==> config.mk <==
export PLATFORM = sky130hd
export DESIGN_NAME = ysyx_22040175_bus_arbiter_flat
export DESIGN_NICKNAME = d
export VERILOG_FILES = /design/src/rtl/ysyx_22040175_bus_arbiter_if.sv /design/src/rtl/ysyx_22040175_bus_arbiter.sv /design/src/flat_wrapper.sv
export SDC_FILE = /design/constraint.sdc
export NUM_CORES = 1
export LEC_CHECK = 0
export BUFFER_PORTS_ARGS = -buffer_cell sky130_fd_sc_hd__clkbuf_2
export CELL_PAD_IN_SITES_DETAIL_PLACEMENT = 1
export CELL_PAD_IN_SITES_GLOBAL_PLACEMENT = 2
export CORE_MARGIN = 2
export CORE_UTILIZATION = 28
export CTS_BUF_LIST = sky130_fd_sc_hd__clkbuf_8 sky130_fd_sc_hd__clkbuf_16
export CTS_CLUSTER_DIAMETER = 80
export DETAILED_ROUTE_END_ITERATION = 8
export GPL_ROUTABILITY_DRIVEN = 0
export GPL_TIMING_DRIVEN = 0
export PLACE_DENSITY = 0.84
export SKIP_LAST_GASP = 1
export SLEW_MARGIN = 20
export SYNTH_ARGS = -nofsm -noshare
export SYNTH_HDL_FRONTEND = slang
export SYNTH_SLANG_ARGS = --single-unit
==> constraint.sdc <==
create_clock -name clk -period 2.1 [get_ports clk]
set_clock_uncertainty 0.05 [all_clocks]
set_input_delay 0.105 -clock clk [delete_from_list [all_inputs] [get_ports clk]]
set_output_delay 0.105 -clock clk [all_outputs]
set_load 0.02 [all_outputs]
==> src/rtl/ysyx_22040175_bus_arbiter_if.sv <==
// Memory-side req/gnt/rvalid bus shared by the IF and LSU requesters.
// master = arbiter side, slave = memory side.
interface ysyx_22040175_bus_arbiter_if #(
    parameter int ADDR_W = 32,
    parameter int DATA_W = 64
);
    logic                mem_req;
    logic                mem_we;
    logic [DATA_W/8-1:0] mem_wmask;
    logic [ADDR_W-1:0]   mem_addr;
    logic [DATA_W-1:0]   mem_wdata;
    logic                mem_gnt;
    logic                mem_rvalid;
    logic [DATA_W-1:0]   mem_rdata;

    modport master (
        output mem_req, mem_we, mem_wmask, mem_addr, mem_wdata,
        input  mem_gnt, mem_rvalid, mem_rdata
    );

    modport slave (
        input  mem_req, mem_we, mem_wmask, mem_addr, mem_wdata,
        output mem_gnt, mem_rvalid, mem_rdata
    );
endinterface

==> src/rtl/ysyx_22040175_bus_arbiter.sv <==
// IF/LSU arbiter for one req/gnt/rvalid memory port, with pipeline stalls.
// Define ARB_TIMEOUT_EN to enable the response watchdog and bus_err.
module ysyx_22040175_bus_arbiter #(
    parameter int                ADDR_W   = 32,
    parameter int                DATA_W   = 64,
    parameter int                TIMEOUT  = 255,
    parameter logic [DATA_W-1:0] ERR_DATA = '0
) (
    input  logic                clk,
    input  logic                rst_n,
    input  logic                if_req,
    input  logic [ADDR_W-1:0]   if_addr,
    input  logic                flush,
    output logic [31:0]         if_rdata,
    output logic                if_valid,
    output logic                if_stall,
    input  logic                lsu_req,
    input  logic                lsu_we,
    input  logic [DATA_W/8-1:0] lsu_wmask,
    input  logic [ADDR_W-1:0]   lsu_addr,
    input  logic [DATA_W-1:0]   lsu_wdata,
    output logic [DATA_W-1:0]   lsu_rdata,
    output logic                lsu_valid,
    output logic                lsu_stall,
    output logic                bus_err,
    ysyx_22040175_bus_arbiter_if.master mem
);
    typedef enum logic [1:0] {
        IDLE,
        WAIT_GNT,
        WAIT_RSP
    } state_t;

    localparam logic OWN_IF  = 1'b0;
    localparam logic OWN_LSU = 1'b1;

    state_t state, state_n;
    logic owner, last_owner, drop;
    logic if_cand, lsu_cand;
    logic grant, grant_lsu, done, tmo, limit;
    logic [DATA_W-1:0] rsp;

    assign if_stall  = if_req & ~if_valid;
    assign lsu_stall = lsu_req & ~lsu_valid;

`ifdef ARB_TIMEOUT_EN
    localparam int CNT_W = (TIMEOUT > 255) ? $clog2(TIMEOUT + 1) : 8;
    logic [CNT_W-1:0] cnt;

    always_ff @(posedge clk or negedge rst_n) begin
        if (!rst_n) begin
            cnt <= '0;
        end else if (state == IDLE) begin
            cnt <= '0;
        end else begin
            cnt <= cnt + CNT_W'(1);
        end
    end

    assign limit = (cnt == CNT_W'(TIMEOUT - 1));
`else
    logic unused_cfg;
    assign unused_cfg = ^{32'(TIMEOUT), ERR_DATA};
    assign limit = 1'b0;
`endif

    // The requester whose valid is pulsing still shows its old request.
    always_comb begin
        if_cand   = if_req & ~flush & ~if_valid;
        lsu_cand  = lsu_req & ~lsu_valid;
        grant     = 1'b0;
        grant_lsu = 1'b0;
        done      = 1'b0;
        state_n   = state;
        unique case (state)
            IDLE: begin
                if (if_cand | lsu_cand) begin
                    grant     = 1'b1;
                    grant_lsu = lsu_cand &
                                ~(if_cand & (last_owner == OWN_LSU));
                    state_n   = WAIT_GNT;
                end
            end
            WAIT_GNT: begin
                if (mem.mem_gnt) begin
                    done    = mem.mem_rvalid;
                    state_n = mem.mem_rvalid ? IDLE : WAIT_RSP;
                end
            end
            WAIT_RSP: begin
                if (mem.mem_rvalid) begin
                    done    = 1'b1;
                    state_n = IDLE;
                end
            end
            default: state_n = IDLE;
        endcase
        tmo = (state != IDLE) & ~done & limit;
        if (tmo) begin
            state_n = IDLE;
        end
        rsp = tmo ? ERR_DATA : mem.mem_rdata;
    end

    always_ff @(posedge clk or negedge rst_n) begin
        if (!rst_n) begin
            state <= IDLE;
        end else begin
            state <= state_n;
        end
    end

    always_ff @(posedge clk or negedge rst_n) begin
        if (!rst_n) begin
            owner         <= OWN_IF;
            last_owner    <= OWN_IF;
            drop          <= 1'b0;
            mem.mem_req   <= 1'b0;
            mem.mem_we    <= 1'b0;
            mem.mem_wmask <= '0;
            mem.mem_addr  <= '0;
            mem.mem_wdata <= '0;
            if_rdata      <= '0;
            if_valid      <= 1'b0;
            lsu_rdata     <= '0;
            lsu_valid     <= 1'b0;
            bus_err       <= 1'b0;
        end else begin
            if_valid  <= 1'b0;
            lsu_valid <= 1'b0;
            bus_err   <= tmo;
            if (grant) begin
                owner         <= grant_lsu;
                mem.mem_req   <= 1'b1;
                mem.mem_we    <= grant_lsu & lsu_we;
                mem.mem_wmask <= grant_lsu ? lsu_wmask : '0;
                mem.mem_addr  <= grant_lsu ? lsu_addr : if_addr;
                mem.mem_wdata <= grant_lsu ? lsu_wdata : '0;
                drop          <= 1'b0;
            end
            if ((state == WAIT_GNT && mem.mem_gnt) || tmo) begin
                mem.mem_req <= 1'b0;
            end
            if (done | tmo) begin
                last_owner <= owner;
                drop       <= 1'b0;
                if (owner == OWN_LSU) begin
                    lsu_valid <= 1'b1;
                    lsu_rdata <= rsp;
                end else if (!(drop | flush)) begin
                    if_valid <= 1'b1;
                    if_rdata <= rsp[31:0];
                end
            end else if (state != IDLE && owner == OWN_IF && flush) begin
                drop <= 1'b1;
            end
        end
    end
endmodule
==> src/flat_wrapper.sv <==
// flat-port wrapper written by rule: the top's interface ports become plain ports
module ysyx_22040175_bus_arbiter_flat 
#(
    parameter int                ADDR_W   = 32,
    parameter int                DATA_W   = 64,
    parameter int                TIMEOUT  = 255,
    parameter logic [DATA_W-1:0] ERR_DATA = '0
)
  (clk, rst_n, if_req, if_addr, flush, if_rdata, if_valid, if_stall, lsu_req, lsu_we, lsu_wmask, lsu_addr, lsu_wdata, lsu_rdata, lsu_valid, lsu_stall, bus_err, mem_mem_req, mem_mem_we, mem_mem_wmask, mem_mem_addr, mem_mem_wdata, mem_mem_gnt, mem_mem_rvalid, mem_mem_rdata);
  ysyx_22040175_bus_arbiter_if #(.ADDR_W(ADDR_W), .DATA_W(DATA_W)) mem_i ();
  input  logic clk;
  input  logic rst_n;
  input  logic if_req;
  input  logic [ADDR_W-1:0] if_addr;
  input  logic flush;
  output logic [31:0] if_rdata;
  output logic if_valid;
  output logic if_stall;
  input  logic lsu_req;
  input  logic lsu_we;
  input  logic [DATA_W/8-1:0] lsu_wmask;
  input  logic [ADDR_W-1:0] lsu_addr;
  input  logic [DATA_W-1:0] lsu_wdata;
  output logic [DATA_W-1:0] lsu_rdata;
  output logic lsu_valid;
  output logic lsu_stall;
  output logic bus_err;
  output wire logic [$bits(mem_i.mem_req)-1:0] mem_mem_req;
  output wire logic [$bits(mem_i.mem_we)-1:0] mem_mem_we;
  output wire logic [$bits(mem_i.mem_wmask)-1:0] mem_mem_wmask;
  output wire logic [$bits(mem_i.mem_addr)-1:0] mem_mem_addr;
  output wire logic [$bits(mem_i.mem_wdata)-1:0] mem_mem_wdata;
  input wire logic [$bits(mem_i.mem_gnt)-1:0] mem_mem_gnt;
  input wire logic [$bits(mem_i.mem_rvalid)-1:0] mem_mem_rvalid;
  input wire logic [$bits(mem_i.mem_rdata)-1:0] mem_mem_rdata;
  assign mem_mem_req = mem_i.mem_req;
  assign mem_mem_we = mem_i.mem_we;
  assign mem_mem_wmask = mem_i.mem_wmask;
  assign mem_mem_addr = mem_i.mem_addr;
  assign mem_mem_wdata = mem_i.mem_wdata;
  assign mem_i.mem_gnt = mem_mem_gnt;
  assign mem_i.mem_rvalid = mem_mem_rvalid;
  assign mem_i.mem_rdata = mem_mem_rdata;
  ysyx_22040175_bus_arbiter #(.ADDR_W(ADDR_W), .DATA_W(DATA_W), .TIMEOUT(TIMEOUT), .ERR_DATA(ERR_DATA)) u_core (.clk(clk), .rst_n(rst_n), .if_req(if_req), .if_addr(if_addr), .flush(flush), .if_rdata(if_rdata), .if_valid(if_valid), .if_stall(if_stall), .lsu_req(lsu_req), .lsu_we(lsu_we), .lsu_wmask(lsu_wmask), .lsu_addr(lsu_addr), .lsu_wdata(lsu_wdata), .lsu_rdata(lsu_rdata), .lsu_valid(lsu_valid), .lsu_stall(lsu_stall), .bus_err(bus_err), .mem(mem_i));
endmodule
==> key figures <==
Status
  • Status: complete, no violations

Critical path
  • Worst Path Arrival: about 2.4 ns
  • Startpoint Class: flop
  • Crit. End Element: flop
  • Crit-path max FO: 10
  • Kind of critical path: reg2reg
  • Critical path, cell by cell: inv_1, ha_4, nor4bb_2, buf_4, nor2_2, clkbuf_4, clkbuf_4, a22o_1
  • CP peak stage delay: roughly 0.40 ns
  • Slowest cell on crit path: dfrtp_1
  • WP data required: between 2 and 2.5 ns
  • CP most frequent cell: clkbuf_4

Pwr
  • Switching power: about 0.0087 W
  • Power Dens Cells: roughly 1500 nW/um^2
  • Leakage power: approximately 7 nW
  • Net Sw Frac: 0.414
  • Power Total: between 0.02 and 0.025 W
  • Peak supply drop: around 0.90 mV
  • Sequential power share: 0.342
  • Internal power: 0.0123 W
  • Combinational power share: 0.450
  • Clk pwr share: 0.207

Route
  • Post-DRT Antenna Nets: 0
  • Initial DRT Pass Iterations: 4
  • Remaining DRCs: 0
  • Via count: 7952
  • Via/cell ratio: 4.80
  • Routed WL per cell: between 20 and 25 um
  • Final wirelength: 34400 um
  • DRT iter0 DRCs: about 290

CTS
  • Num CTS Buffers: 25
  • Sinks on Clock Net: between 200 and 250
  • Clock buffer depth: 3
  • CTS H-tree depth: 1
  • Clock-pin slew on the worst setup and hold paths: ~0.06 ns
  • CTS tree: built
  • Later-pin clock latency in the skew report: between 0.5 and 0.6 ns
  • Root Buffer: clkbuf_16

GRT
  • Global route total overflow: 0
  • Largest net degree at the start of global routing: just under 90
  • Vias in the first global route: between 9000 and 10000
  • First-pass GRT wire length: ~52000 um
  • Overall routing resource usage: 0.217
  • Initial antenna violation count: 3

Synthesis
  • Most common flop cell mapped by yosys: dfrtp_1
  • Post-synth ARST share: 1.00
  • Post-synth net total: just over 800
  • Synth top cells by count: dfrtp_1 (209), mux2_2 (94), a22o_1 (73)
  • Cell Area, Synth: between 8000 and 9000 um^2
  • Top post-synthesis cells by area: dfrtp_1 (64%), mux2_2 (13%), a22o_1 (7.8%)
  • Post-Syn Instances: around 600
  • Top-count cell post-synth: dfrtp_1
  • Mapped Avg Cell Area: 13.7 um^2
  • Sequential element share of the synthesized area: 0.638
  • Post-synth top area share: 0.638
  • Synth warnings: 0
  • Post-synth EDFFs: 0
  • Flops & latches, synth: 209
  • Post-synth top area cell: dfrtp_1
  • Post-synth cell types: 40

Timing
  • Endpoints failing hold: 0
  • Slew of the pin with the lowest slew margin: roughly 0.56 ns
  • Crit path time final: 2.02 ns
  • Fmax: about 0.50 GHz
  • Final period utilization: 0.961
  • Relative slew margins: 0.625
  • Setup violation total in the final timing report: 0
  • Final Slew Violations: 0

Floorplanning
  • Die H: roughly 180 um
  • Core area: between 20000 and 30000 um^2
  • Rows: slightly above 60
  • Initial core utilization: 0.285
  • Die Area: 30600 um^2
  • Horiz. Die Dim: roughly 180 um
  • # IOs: ~420

Cells and area
  • Layout cell share with drive strength beyond 1: 0.478
  • Area growth, synth to finish: 69.7%
  • Finished Cell Area: approximately 14000 um^2
  • Number of nets in the layout: ~1500

Place
  • Final HPWL DP: about 21000 um
  • Port bufs: 413
  • Placed Area: about 11000 um^2

Hold path
  • Worst min-delay path class: in2async

Job
  • Max_cap viols: 0
==> worst max-delay path, delay by kind of cell (launching register included) <==
family                     cells  cell delay (ns)
AOI/OAI and AO/OA              1             0.23
and+or+nand+nor                2             0.28
adders and majority gates      1             0.18
buffers and inverters          4             0.74
DFF                            1             0.40
==> cell families (layout without fill, tap and decap cells) <==
group | after synthesis | after routing | share of synthesized area
multiplexers | 97 | 97 | 0.133
AND/OR/NAND/NOR | 86 | 86 | 0.0592
other | 1 | 4 | 0.000458
flip-flops | 209 | 209 | 0.638
buffers and inverters | 55 | 728 | 0.0339
AO/OA/AOI/OAI | 146 | 146 | 0.130
adder cells (fa/ha/maj) | 3 | 3 | 0.00458
==> sequential cells by signal, indices dropped and copies added, names as in the netlist <==
| signal | cells |
|---|---|
| u_core.if_rdata | 32 |
| u_core.lsu_valid | 1 |
| u_core.mem.mem_wdata | 64 |
| u_core.state | 2 |
| u_core.lsu_rdata | 64 |
| u_core.if_valid | 1 |
| u_core.mem.mem_we | 1 |
| u_core.owner | 1 |
| u_core.last_owner | 1 |
| u_core.mem.mem_addr | 32 |
| u_core.mem.mem_req | 1 |
| u_core.drop | 1 |
| u_core.mem.mem_wmask | 8 |
==> per-stage QoR <==
| stage | setup slack [ns] | util | cells | hold slack [ns] | TNS [ns] |
|---|---|---|---|---|---|
| 3_3_place_gp | -3.40 | 0.373 | 1394 | 0.279 | -720.21 |
| 2_1_floorplan | 0.211 | - | 597 | -0.241 | 0 |
| 6_report | 0.0824 | 0.483 | 1657 | 0.0710 | 0 |
| 5_1_grt | -0.00386 | 0.483 | 1657 | 0.120 | -0.00386 |
| 4_1_cts | 0.000219 | 0.480 | 1653 | 0.0864 | 0 |
| 3_5_place_dp | -0.225 | 0.375 | 1396 | 0.0888 | -17.58 |
==> power by group through the flow <==
stage / Combinational, W / Clock, W / Sequential (W)
6_report: 0.00944 / 0.00435 / 0.00718
5_1_grt: 0.0100 / 0.00461 / 0.00740
4_1_cts: 0.00919 / 0.00444 / 0.00707
3_5_place_dp: 0.00875 / 0 / 0.00708
3_3_place_gp: 0.00859 / 0 / 0.00701
2_1_floorplan: 0.00308 / 0 / 0.00927
==> cells in the final DEF (no fill, tap or decap), types with 4 or more instances in the layout <==
| cell | instances |
|---|---|
| a22o_1 | 73 |
| a31oi_1 | 32 |
| buf_2 | 12 |
| buf_4 | 11 |
| buf_6 | 4 |
| clkbuf_1 | 13 |
| clkbuf_16 | 25 |
| clkbuf_2 | 417 |
| clkbuf_4 | 9 |
| clkbuf_8 | 9 |
| clkinv_2 | 5 |
| dfrtp_1 | 209 |
| dlygate4sd3_1 | 206 |
| inv_1 | 6 |
| mux2_2 | 94 |
| nand3_1 | 33 |
| nor3_1 | 32 |
| o21ai_0 | 33 |
==> layer usage <==
metal	GRT usage	part of all wire	vias up
met1	0.241	0.38	3936
met4	0.107	0.052	0
met2	0.385	0.51	365
met3	0.0550	0.062	114
li1	-	-	3537
met5	0	0	-
==> cell type report <==
type,count,area [um^2]
repair buffers,628,4260
clock buffers,33,736
diodes,3,7.51
plain buffers,52,354
inverters,3,11.3
flip-flops and latches,209,5230
well taps,384,480
clock inverters,12,98.8
fillers,3120,14900
multi-input cells,333,2730
==> repair_timing <==
item / in CTS / in global routing
hold buffers: 206 / 0
setup endpoints to repair: 132 / 163
setup buffers: 6 / 1
pin swaps: 3 / 1
hold endpoints to repair: 310 / 0
gates cloned: 0 / 0
resized for setup: 16 / 31
==> worst paths after layout <==
path                                             to                from  cells past startpoint  slack, ns
min                            u_core.lsu_rdata[59]               rst_n                      2       0.07
min in group clk                        u_core.drop              if_req                      4       0.12
min reg2reg                      u_core.if_rdata[3]  u_core.if_rdata[3]                      1       0.44
max in group asynchronous       u_core.lsu_rdata[5]               rst_n                      3       1.10
max reg2reg                u_core.mem.mem_wdata[34]     u_core.state[0]                      8       0.08
max                        u_core.mem.mem_wdata[34]     u_core.state[0]                      8       0.08
(Power assumes the default switching activity.)
